**src/rtl/ramp_pkg.sv**
```systemverilog
// ramp_pkg: definitions shared by the ramp sequencer, the sampler model and
// the readout logic.
//   ramp_state_t : conversion controller state
//   PH_SET/PH_RST: ramp phase encoding. A set cycle presents a stable code to
//                  the sampler. A reset cycle is the one where the code advances.
package ramp_pkg;

  typedef enum logic [2:0] {
    IDLE   = 3'd0,
    SETTLE = 3'd1,
    RAMP   = 3'd2,
    HOLD   = 3'd3,
    OUTPUT = 3'd4
  } ramp_state_t;

  localparam logic PH_SET = 1'b0;
  localparam logic PH_RST = 1'b1;

endpackage

```
**src/rtl/pulse_detect.sv**
```systemverilog
// pulse_detect: rising-edge detector with a qualifying enable.
//   clk   : clock
//   rst   : synchronous active-high reset; clears the remembered level
//   en    : sample enable; the remembered level only updates when high
//   d     : level to watch
//   pulse : registered, high for one cycle after an enabled sample saw d=1
//           while the previous enabled sample saw d=0
module pulse_detect (
  input  logic clk,
  input  logic rst,
  input  logic en,
  input  logic d,
  output logic pulse
);

  logic prev_r;
  logic pulse_r;

  // Remember the last enabled sample and flag an enabled 0->1 transition
  always_ff @(posedge clk) begin
    if (rst) begin
      prev_r  <= 1'b0;
      pulse_r <= 1'b0;
    end else if (en) begin
      prev_r  <= d;
      pulse_r <= d & ~prev_r;
    end else begin
      prev_r  <= prev_r;
      pulse_r <= 1'b0;
    end
  end

  assign pulse = pulse_r;

endmodule

```
**src/rtl/ramp_sequencer.sv**
```systemverilog
// ramp_sequencer: conversion controller for the single-slope ramp ADC.
// It generates the shared ramp code, keeps the double-rate sampler phase aligned,
// and hands each captured code to readout over valid/ready.
//   clk, rst           : clock, synchronous active-high reset
//   start              : request one conversion
//   comp               : raw comparator output (same net as the sampler's)
//   count_true         : code captured by the sampler
//   counter            : ramp code to the DAC and the sampler
//   smp_rst, comp_rst  : sampler reset / comparator auto-zero, high in SETTLE
//   busy               : high in every state except IDLE
//   sample_valid/ready : result handshake
//   sample_data        : result code, sample_ovf: no comparator edge was seen
module ramp_sequencer #(
  parameter int WIDTH         = 8,
  parameter int RAMP_MAX      = 2**WIDTH-1,
  parameter int SETTLE_CYCLES = 4
) (
  input  logic             clk,
  input  logic             rst,
  input  logic             start,
  input  logic             comp,
  input  logic [WIDTH-1:0] count_true,
  output logic [WIDTH-1:0] counter,
  output logic             smp_rst,
  output logic             comp_rst,
  output logic             busy,
  output logic             sample_valid,
  input  logic             sample_ready,
  output logic [WIDTH-1:0] sample_data,
  output logic             sample_ovf
);

  import ramp_pkg::*;

  localparam int SCW = $clog2(SETTLE_CYCLES + 1);
  localparam logic [SCW-1:0]   SETTLE_LOAD = SCW'(SETTLE_CYCLES - 1);
  // HOLD reuses the settle counter: load 1, leave HOLD when it reaches 0
  localparam logic [SCW-1:0]   HOLD_LOAD   = SCW'(1);
  localparam logic [SCW-1:0]   CNT_ZERO    = {SCW{1'b0}};
  localparam logic [SCW-1:0]   CNT_ONE     = SCW'(1);
  localparam logic [WIDTH-1:0] CODE_MAX    = WIDTH'(RAMP_MAX);
  localparam logic [WIDTH-1:0] CODE_ZERO   = {WIDTH{1'b0}};
  localparam logic [WIDTH-1:0] CODE_ONE    = WIDTH'(1);

  ramp_state_t      state_r, state_nxt_s;
  logic [SCW-1:0]   settle_cnt_r, settle_cnt_nxt_s;
  logic [WIDTH-1:0] counter_r, counter_nxt_s;
  logic             phase_r, phase_nxt_s;
  logic             hit_seen_r, hit_seen_nxt_s;
  logic [WIDTH-1:0] data_r, data_nxt_s;
  logic             ovf_r, ovf_nxt_s;
  logic             busy_r, smp_rst_r, comp_rst_r, valid_r;
  logic             det_rst_s, det_en_s, hit_pulse_s;

  // The detector is reset with the sampler so both see the same edge history
  assign det_rst_s = rst | smp_rst_r;
  assign det_en_s  = (state_r == RAMP) && (phase_r == PH_SET);

  pulse_detect u_pulse_detect (
    .clk   (clk),
    .rst   (det_rst_s),
    .en    (det_en_s),
    .d     (comp),
    .pulse (hit_pulse_s)
  );

  // Next-state logic of the conversion FSM
  always_comb begin
    state_nxt_s = state_r;
    case (state_r)
      IDLE: begin
        if (start) state_nxt_s = SETTLE;
        else       state_nxt_s = IDLE;
      end
      SETTLE: begin
        if (settle_cnt_r == CNT_ZERO) state_nxt_s = RAMP;
        else                          state_nxt_s = SETTLE;
      end
      RAMP: begin
        if ((phase_r == PH_RST) && (counter_r == CODE_MAX)) state_nxt_s = HOLD;
        else                                                 state_nxt_s = RAMP;
      end
      HOLD: begin
        if (settle_cnt_r == CNT_ZERO) state_nxt_s = OUTPUT;
        else                          state_nxt_s = HOLD;
      end
      OUTPUT: begin
        if (sample_ready) state_nxt_s = start ? SETTLE : IDLE;
        else              state_nxt_s = OUTPUT;
      end
      default: state_nxt_s = IDLE;
    endcase
  end

  // Datapath next values: settle/hold counter, ramp code, phase, result latch
  always_comb begin
    settle_cnt_nxt_s = settle_cnt_r;
    counter_nxt_s    = counter_r;
    phase_nxt_s      = PH_SET;
    data_nxt_s       = data_r;
    ovf_nxt_s        = ovf_r;
    case (state_r)
      IDLE: begin
        counter_nxt_s = CODE_ZERO;
        if (state_nxt_s == SETTLE) settle_cnt_nxt_s = SETTLE_LOAD;
        else                       settle_cnt_nxt_s = settle_cnt_r;
      end
      SETTLE: begin
        counter_nxt_s = CODE_ZERO;
        if (settle_cnt_r != CNT_ZERO) settle_cnt_nxt_s = settle_cnt_r - CNT_ONE;
        else                          settle_cnt_nxt_s = settle_cnt_r;
      end
      RAMP: begin
        phase_nxt_s = ~phase_r;
        // Advance only at the end of a reset cycle; the final code is held
        if ((phase_r == PH_RST) && (counter_r != CODE_MAX)) counter_nxt_s = counter_r + CODE_ONE;
        else                                                 counter_nxt_s = counter_r;
        if (state_nxt_s == HOLD) settle_cnt_nxt_s = HOLD_LOAD;
        else                     settle_cnt_nxt_s = settle_cnt_r;
      end
      HOLD: begin
        if (settle_cnt_r != CNT_ZERO) settle_cnt_nxt_s = settle_cnt_r - CNT_ONE;
        else                          settle_cnt_nxt_s = settle_cnt_r;
        if (state_nxt_s == OUTPUT) begin
          data_nxt_s = hit_seen_r ? count_true : CODE_MAX;
          ovf_nxt_s  = ~hit_seen_r;
        end else begin
          data_nxt_s = data_r;
          ovf_nxt_s  = ovf_r;
        end
      end
      OUTPUT: begin
        if (sample_ready) counter_nxt_s = CODE_ZERO;
        else              counter_nxt_s = counter_r;
        if (state_nxt_s == SETTLE) settle_cnt_nxt_s = SETTLE_LOAD;
        else                       settle_cnt_nxt_s = settle_cnt_r;
      end
      default: begin
        counter_nxt_s    = CODE_ZERO;
        settle_cnt_nxt_s = CNT_ZERO;
      end
    endcase
  end

  // Only the first edge of a ramp counts; SETTLE clears it for the next ramp
  always_comb begin
    hit_seen_nxt_s = hit_seen_r;
    if (state_r == SETTLE) hit_seen_nxt_s = 1'b0;
    else if (hit_pulse_s)  hit_seen_nxt_s = 1'b1;
    else                   hit_seen_nxt_s = hit_seen_r;
  end

  // State and registered outputs; outputs are decoded from the next state
  always_ff @(posedge clk) begin
    if (rst) begin
      state_r      <= IDLE;
      settle_cnt_r <= CNT_ZERO;
      counter_r    <= CODE_ZERO;
      phase_r      <= PH_SET;
      hit_seen_r   <= 1'b0;
      data_r       <= CODE_ZERO;
      ovf_r        <= 1'b0;
      busy_r       <= 1'b0;
      smp_rst_r    <= 1'b0;
      comp_rst_r   <= 1'b0;
      valid_r      <= 1'b0;
    end else begin
      state_r      <= state_nxt_s;
      settle_cnt_r <= settle_cnt_nxt_s;
      counter_r    <= counter_nxt_s;
      phase_r      <= phase_nxt_s;
      hit_seen_r   <= hit_seen_nxt_s;
      data_r       <= data_nxt_s;
      ovf_r        <= ovf_nxt_s;
      busy_r       <= (state_nxt_s != IDLE);
      smp_rst_r    <= (state_nxt_s == SETTLE);
      comp_rst_r   <= (state_nxt_s == SETTLE);
      valid_r      <= (state_nxt_s == OUTPUT);
    end
  end

  assign counter      = counter_r;
  assign smp_rst      = smp_rst_r;
  assign comp_rst     = comp_rst_r;
  assign busy         = busy_r;
  assign sample_valid = valid_r;
  assign sample_data  = data_r;
  assign sample_ovf   = ovf_r;

endmodule

```
**config.mk**
```make
export PLATFORM = sky130hd
export DESIGN_NAME = ramp_sequencer
export DESIGN_NICKNAME = d
export VERILOG_FILES = /design/src/rtl/ramp_pkg.sv /design/src/rtl/pulse_detect.sv /design/src/rtl/ramp_sequencer.sv
export SDC_FILE = /design/constraint.sdc
export NUM_CORES = 1
export LEC_CHECK = 0
export CORE_MARGIN = 5
export CORE_UTILIZATION = 50
export CTS_CLUSTER_DIAMETER = 100
export DETAILED_ROUTE_END_ITERATION = 8
export DONT_BUFFER_PORTS = 1
export HOLD_SLACK_MARGIN = 0.06
export PLACE_DENSITY = 0.74
export SETUP_SLACK_MARGIN = 0.02
export SKIP_CTS_REPAIR_TIMING = 1
export SYNTH_ARGS = -nofsm -noshare
export SYNTH_HDL_FRONTEND = slang
export SYNTH_SLANG_ARGS = --single-unit
```
**constraint.sdc**
```tcl
create_clock -name clk -period 2.25 [get_ports clk]
set_input_delay 0.45 -clock clk [delete_from_list [all_inputs] [get_ports clk]]
set_output_delay 0.45 -clock clk [all_outputs]
set_load 0.05 [all_outputs]
```
== Word-level counts from Yosys, hierarchy flattened ==
Index checks and enable logic that the tools add are counted.
W data, S select, Z words.

* Output and inout port bits: 21
* Bits of input ports: 13
* Bits in registers: 30

* $add $sub $neg: 2
* Bitwise operators: 8
* Equal/unequal tests: 14
* Reduce and logical (&&, ||, !) cells: 15
* Muxes and demuxes: 14

{| class="wikitable"
|+ Operators by type and width
! cell !! number
|-
| $mux W8 || 3
|-
| $pmux W8 S3 || 1
|-
| $mux W3 || 5
|-
| $pmux W3 S5 || 1
|-
| $reduce_or A2 Y1 || 5
|-
| $eq A3 B2 Y1 const B || 3
|-
| $pmux W3 S3 || 1
|-
| $add A8 B1 Y8 const B || 1
|-
| $eq A8 B8 Y1 const B || 1
|-
| $ne A2 B1 Y1 const B || 4
|-
| $ne A8 B8 Y1 const B || 1
|-
| $eq A3 B1 Y1 const B || 2
|-
| $eq A3 B3 Y1 const B || 2
|-
| $logic_not A3 Y1 || 2
|-
| $not A1 Y1 || 6
|-
| $reduce_and A3 Y1 || 2
|-
| $reduce_bool A3 Y1 || 2
|-
| $logic_and A1 B1 Y1 || 3
|-
| $sub A3 B1 Y3 const B || 1
|-
| $mux W1 || 2
|-
| $mux W2 || 1
|-
| $ne A2 B2 Y1 const B || 1
|-
| $reduce_and A2 Y1 || 1
|-
| $and A1 B1 Y1 || 1
|-
| $or A1 B1 Y1 || 1
|}

== Longest topological paths before layout ==
* Depth in word-level cells: 7
* Depth in mapped cells: 7

== By module ==
From an unflattened synthesis, not the netlist that was laid out.

* Cell total of the unflattened synthesis: 179
* Area, all modules: 1,522.7 µm²

{| class="wikitable"
|+ By module, submodules not included
! module !! cells an instance !! instances !! sequential area each (µm²) !! area each (µm²)
|-
| ramp_sequencer || 174 || 1 || 560.5 || 1,456.4
|-
| pulse_detect || 5 || 1 || 40.0 || 66.3
|}

== Worst setup path after synthesis ==
OpenSTA, ideal clock, no wires.

* Kind: register -> register
* From: register counter_r[0], in the netlist counter[0]
* To: register settle_cnt_r[0]
* Setup time: 0.061 ns
* Data arrival time: 2.329 ns
* Path slack: -0.140 ns
* Stages on the path, launching flop included: 6
* Path buffers: 0
* Data required time: 2.189 ns
* Cells stage by stage: dfxtp_1 -> ha_1 -> nand3_1 -> or4b_1 -> a222oi_1 -> a32o_1

* Cells in the longest elaborated chain, start to end: 7
* Elaborated cells between the ends (all ways): 9

{| class="wikitable"
|+ Ends and longest elaborated chain
! what !! RTL line !! text
|-
| from (decl) || ramp_sequencer.sv:47 || <nowiki>logic [WIDTH-1:0] counter_r, counter_nxt_s;</nowiki>
|-
| from (signal assigned) || ramp_sequencer.sv:170 || <nowiki>counter_r <= counter_nxt_s;</nowiki>
|-
| $eq A8 B8 Y1 * || ramp_sequencer.sv:80 || <nowiki>if ((phase_r == PH_RST) && (counter_r == CODE_MAX)) state_nxt_s = HOLD;</nowiki>
|-
| $logic_and A1 B1 Y1 * || ramp_sequencer.sv:80 ||
|-
| $mux W1 * || ramp_sequencer.sv:80 ||
|-
| $pmux W3 S5 * || ramp_sequencer.sv:70 || <nowiki>case (state_r)</nowiki>
|-
| $eq A3 B2 Y1 or $eq A3 B1 Y1 (tied branches) || ramp_sequencer.sv:118, ramp_sequencer.sv:105, ramp_sequencer.sv:135 ||
|-
| $ne A2 B1 Y1 (no source line) || - ||
|-
| $reduce_and A3 Y1 (no source line) * || - ||
|-
| to (signal assigned) || ramp_sequencer.sv:169 || <nowiki>settle_cnt_r <= settle_cnt_nxt_s;</nowiki>
|-
| to (decl) || ramp_sequencer.sv:46 || <nowiki>logic [SCW-1:0] settle_cnt_r, settle_cnt_nxt_s;</nowiki>
|}

Mark *: on every way between the ends. The rest lies on a longest branch, timed or not.
A chain may end at the register's enable or synchronous reset.

== Worst setup path in the final report ==
* From: register counter_r[0], in the netlist counter[0]
* To: register settle_cnt_r[1]

Same word-level chain as after synthesis.

==> out/qor.yml <==
logic_synthesis:
  synthFlopType: "sky130_fd_sc_hd__dfxtp_1"
  summed_instance_area_of_the_synthesized_netlist_um2: 1410
  synthSimpleGateAreaFrac: 0.222
  syn-mean-instance-area_um2: 8.53
  synth_enable_flop_cells: 0
  syn-instance-count: 165
  yosys.area_share.xor_xnor: 0.00622
  yosysSeqAreaShare: 0.427
  post_synth_mux_area_share: 0.0356
  synthesis.yosys.warnings: 0
  synth.net_count: 181
  main_combinational_cell_family_by_area_after_synthesis: "simple AND/OR/NAND/NOR gates"
  synthDistinctLibCells: 37
  synth_compound_area_frac: 0.204
  asyncSetResetFlopFracSynth: 0
  synth.ff_latch_count: 30
  yosys.area_share.adder: 0.0267
grt:
  grt_start_max_net_pins: 26
  groute.usage.overall: 0.160
  antenna_found_initial: 0
  total_congestion_overflow_after_global_routing: 0
  grt_pass1_vias: 1188
  grt_first_pass_wirelength_um: 5090
floorplan:
  die-area_um2: 3980
  width_of_the_die_um: 63.1
  fp-row-count: 19
  ios: 34
  design.core.area_um2: 2730
  die_h_um: 63.1
  floorplan.initialDensity: 0.515
cts:
  clock_tree.root_cell: "sky130_fd_sc_hd__clkbuf_4"
  ctsHtreeMaxLevel: 2
  cts.sink_count: 30
  path_clk_slew_ns: 0.10
  cts_max_path_buffers: 2
  clock_latency_ns: 0.33
  tritoncts.num_buffers: 5
  tritoncts: "yes"
detailed_routing:
  firstDrtPassIters: 6
  detail_route.wirelength_um: 3140
  drt-wirelength-per-cell_um: 15.2
  post-route-drc-count: 0
  route.detailed.vias_per_inst: 5.96
  detailroute.via_count: 1233
  detail-route-antenna-nets: 0
  drt_iter0_markers: 64
layout:
  layout_commonest_cell: "sky130_fd_sc_hd__dfxtp_1"
  finalNetCount: 191
  finish.instance_area_um2: 1580
  insertedDiodeCount: 0
  area_delta_synth_final_pct: 12.0
  final_layout_size_suffix_gt1_frac: 0.148
  final_cell_mix: "26 x sky130_fd_sc_hd__dfxtp_1, 16 x sky130_fd_sc_hd__inv_1, 16 x sky130_fd_sc_hd__nor2_1, 13 x sky130_fd_sc_hd__buf_4, 12 x sky130_fd_sc_hd__a21oi_1"
sta:
  hold_viol_final: 0
  post-route-period-util: 0.945
  final_critical_path_setup_slack_ns: 0.125
  setup_viol: 0
  timing.max_slew.rel_slack: 0.622
  grt_setup_unrepaired: "false"
  setup_tns_ns: 0
  fin_skew_ns: 0.0128
  timing.final.max_slew_violations: 0
  maximum_clock_frequency_mhz: 471
  final_period_minus_worst_setup_slack_ns: 2.13
  timing_worst_slew_pin_value_ns: 0.563
job:
  cap_violations: 0
power_and_ir_drop:
  power_per_cell_area_nw_per_um2: 890
  max-vdd-ir-drop_mv: 0.690
  leakagePower_nw: 0.595
  report.power.total_w: 0.00140
placement:
  port_buf_inserts: 0
  place_worst_setup_slack_ns: 0.153
  place.detailed.hpwl_um: 2350
  placed_cell_area_um2: 1490
  place.gp.congestion: 0.812
setup_path:
  cp_slowest_cell: "sky130_fd_sc_hd__or4b_1"
  timing.critical_path.arrival_ns: 2.38
  worstPathCellList: "ha_1, nand3_1, or4b_1, a222oi_1, buf_4, mux2i_1"
  reg2reg_from: "counter[0]$_SDFFE_PP0P_"
  timing.critical_path.required_ns: 2.50
  timing.reg2reg.setup_slack_ns: 0.12
  critPathKind: "register to register"
  timing.critical_path.fanout_max: 5
  worst_setup_path_end_kind: "register"
  worst_setup_path_start_kind: "register"
  worst_r2r_endpoint: "settle_cnt_r[1]$_SDFFE_PP0P_"
  ff2ff_path_depth: 6
  critical-path-max-stage-delay_ns: 0.55
run_status:
  run_status: "complete, no violations"
hold_path:
  hold-path-cell-count: 1
  worst_hold_path.endpoint: "counter[1]$_SDFFE_PP0P_"
  hold_path.class: "input port to register"
  min_from: "rst"
metrics by stage:
| stage | instances | util | hold WS, ns |
|---|---|---|---|
| 6_report | 207 | 0.577 | 0.175 |
| 3_3_place_gp | 198 | 0.546 | 0.426 |
| 3_5_place_dp | 198 | 0.546 | 0.428 |
| 5_1_grt | 207 | 0.577 | 0.129 |
| 2_1_floorplan | 165 | - | 0.416 |
| 4_1_cts | 206 | 0.574 | 0.154 |
routing by layer:
layer / wire length (um) / GRT usage / part of all wire
met5: 0 / 0 / 0
met2: 1610 / 0.283 / 0.51
met3: 240 / 0.0746 / 0.077
met1: 1200 / 0.157 / 0.38
met4: 81 / 0.0716 / 0.026
worst max path at each step:
| stage | start | end | slack [ns] | cells after the start |
|---|---|---|---|---|
| detailed placement | counter[0]$_SDFFE_PP0P_ | settle_cnt_r[1]$_SDFFE_PP0P_ | 0.15 | 5 |
| CTS | counter[0]$_SDFFE_PP0P_ | settle_cnt_r[1]$_SDFFE_PP0P_ | 0.14 | 5 |
| global placement | counter[0]$_SDFFE_PP0P_ | settle_cnt_r[0]$_SDFFE_PP0P_ | 0.23 | 5 |
| floorplan | counter[2]$_SDFFE_PP0P_ | settle_cnt_r[0]$_SDFFE_PP0P_ | 0.03 | 4 |
| global route | counter[1]$_SDFFE_PP0P_ | settle_cnt_r[1]$_SDFFE_PP0P_ | 0.006 | 6 |
| finish | counter[0]$_SDFFE_PP0P_ | settle_cnt_r[1]$_SDFFE_PP0P_ | 0.12 | 6 |
critical path, delay by kind of cell (launching register included):
kind	cells	cell delay (ns)
AOI/OAI and AO/OA	1	0.41
buffers and inverters	1	0.21
and+or+nand+nor	2	0.72
adders and majority gates	1	0.21
DFF	1	0.35
muxes	1	0.17
power breakdown:
group          total, W  switching (W)  internal (W)
combinational  0.000326       0.000201      0.000124
clock          0.000418       0.000188      0.000230
sequential     0.000660      0.0000823      0.000578
logic make-up after synthesis:
family,count (synthesis)
buffers and inverters,26
AO/OA/AOI/OAI,41
adder cells (fa/ha/maj),3
AND/OR/NAND/NOR,59
XOR/XNOR,1
flip-flops,30
multiplexers,5
synth_stat cells (2+ instances only):
master | number | area (um2)
sky130_fd_sc_hd__dfxtp_1 | 30 | 601
sky130_fd_sc_hd__inv_1 | 16 | 60.1
sky130_fd_sc_hd__nor2_1 | 16 | 60.1
sky130_fd_sc_hd__a21oi_1 | 12 | 60.1
sky130_fd_sc_hd__nand2_1 | 10 | 37.5
sky130_fd_sc_hd__a311oi_1 | 8 | 70.1
sky130_fd_sc_hd__clkbuf_1 | 7 | 26.3
sky130_fd_sc_hd__nand2b_1 | 6 | 37.5
sky130_fd_sc_hd__nand3_1 | 6 | 30.0
sky130_fd_sc_hd__a211oi_1 | 5 | 37.5
sky130_fd_sc_hd__mux2i_1 | 5 | 50.1
sky130_fd_sc_hd__nor2b_1 | 5 | 31.3
sky130_fd_sc_hd__nor3_1 | 5 | 25.0
sky130_fd_sc_hd__ha_1 | 3 | 37.5
sky130_fd_sc_hd__o21ai_0 | 3 | 15.0
sky130_fd_sc_hd__a32o_1 | 2 | 20.0
sky130_fd_sc_hd__o2111ai_1 | 2 | 17.5
sky130_fd_sc_hd__o211ai_1 | 2 | 15.0
sky130_fd_sc_hd__o31ai_1 | 2 | 15.0
sky130_fd_sc_hd__or4_1 | 2 | 15.0
sky130_fd_sc_hd__or4b_1 | 2 | 20.0
final cells by class:
class                   instances  area [um2]
well taps                      31        38.8
repair buffers                 13        97.6
multi-input cells             109         697
flip-flops and latches         30         606
inverters                      16        60.1
fillers                       238        1160
clock inverters                 3        40.0
clock buffers                   5        37.5
state kept, by name, summed over array words and instances (netlist names):
signal	count
busy	1
comp_rst	1
counter	8
hit_seen_r	1
phase_r	1
sample_data	8
sample_ovf	1
sample_valid	1
settle_cnt_r	3
state_r	3
u_pulse_detect.prev_r	1
u_pulse_detect.pulse	1
Power figures use the tool's default switching activity.
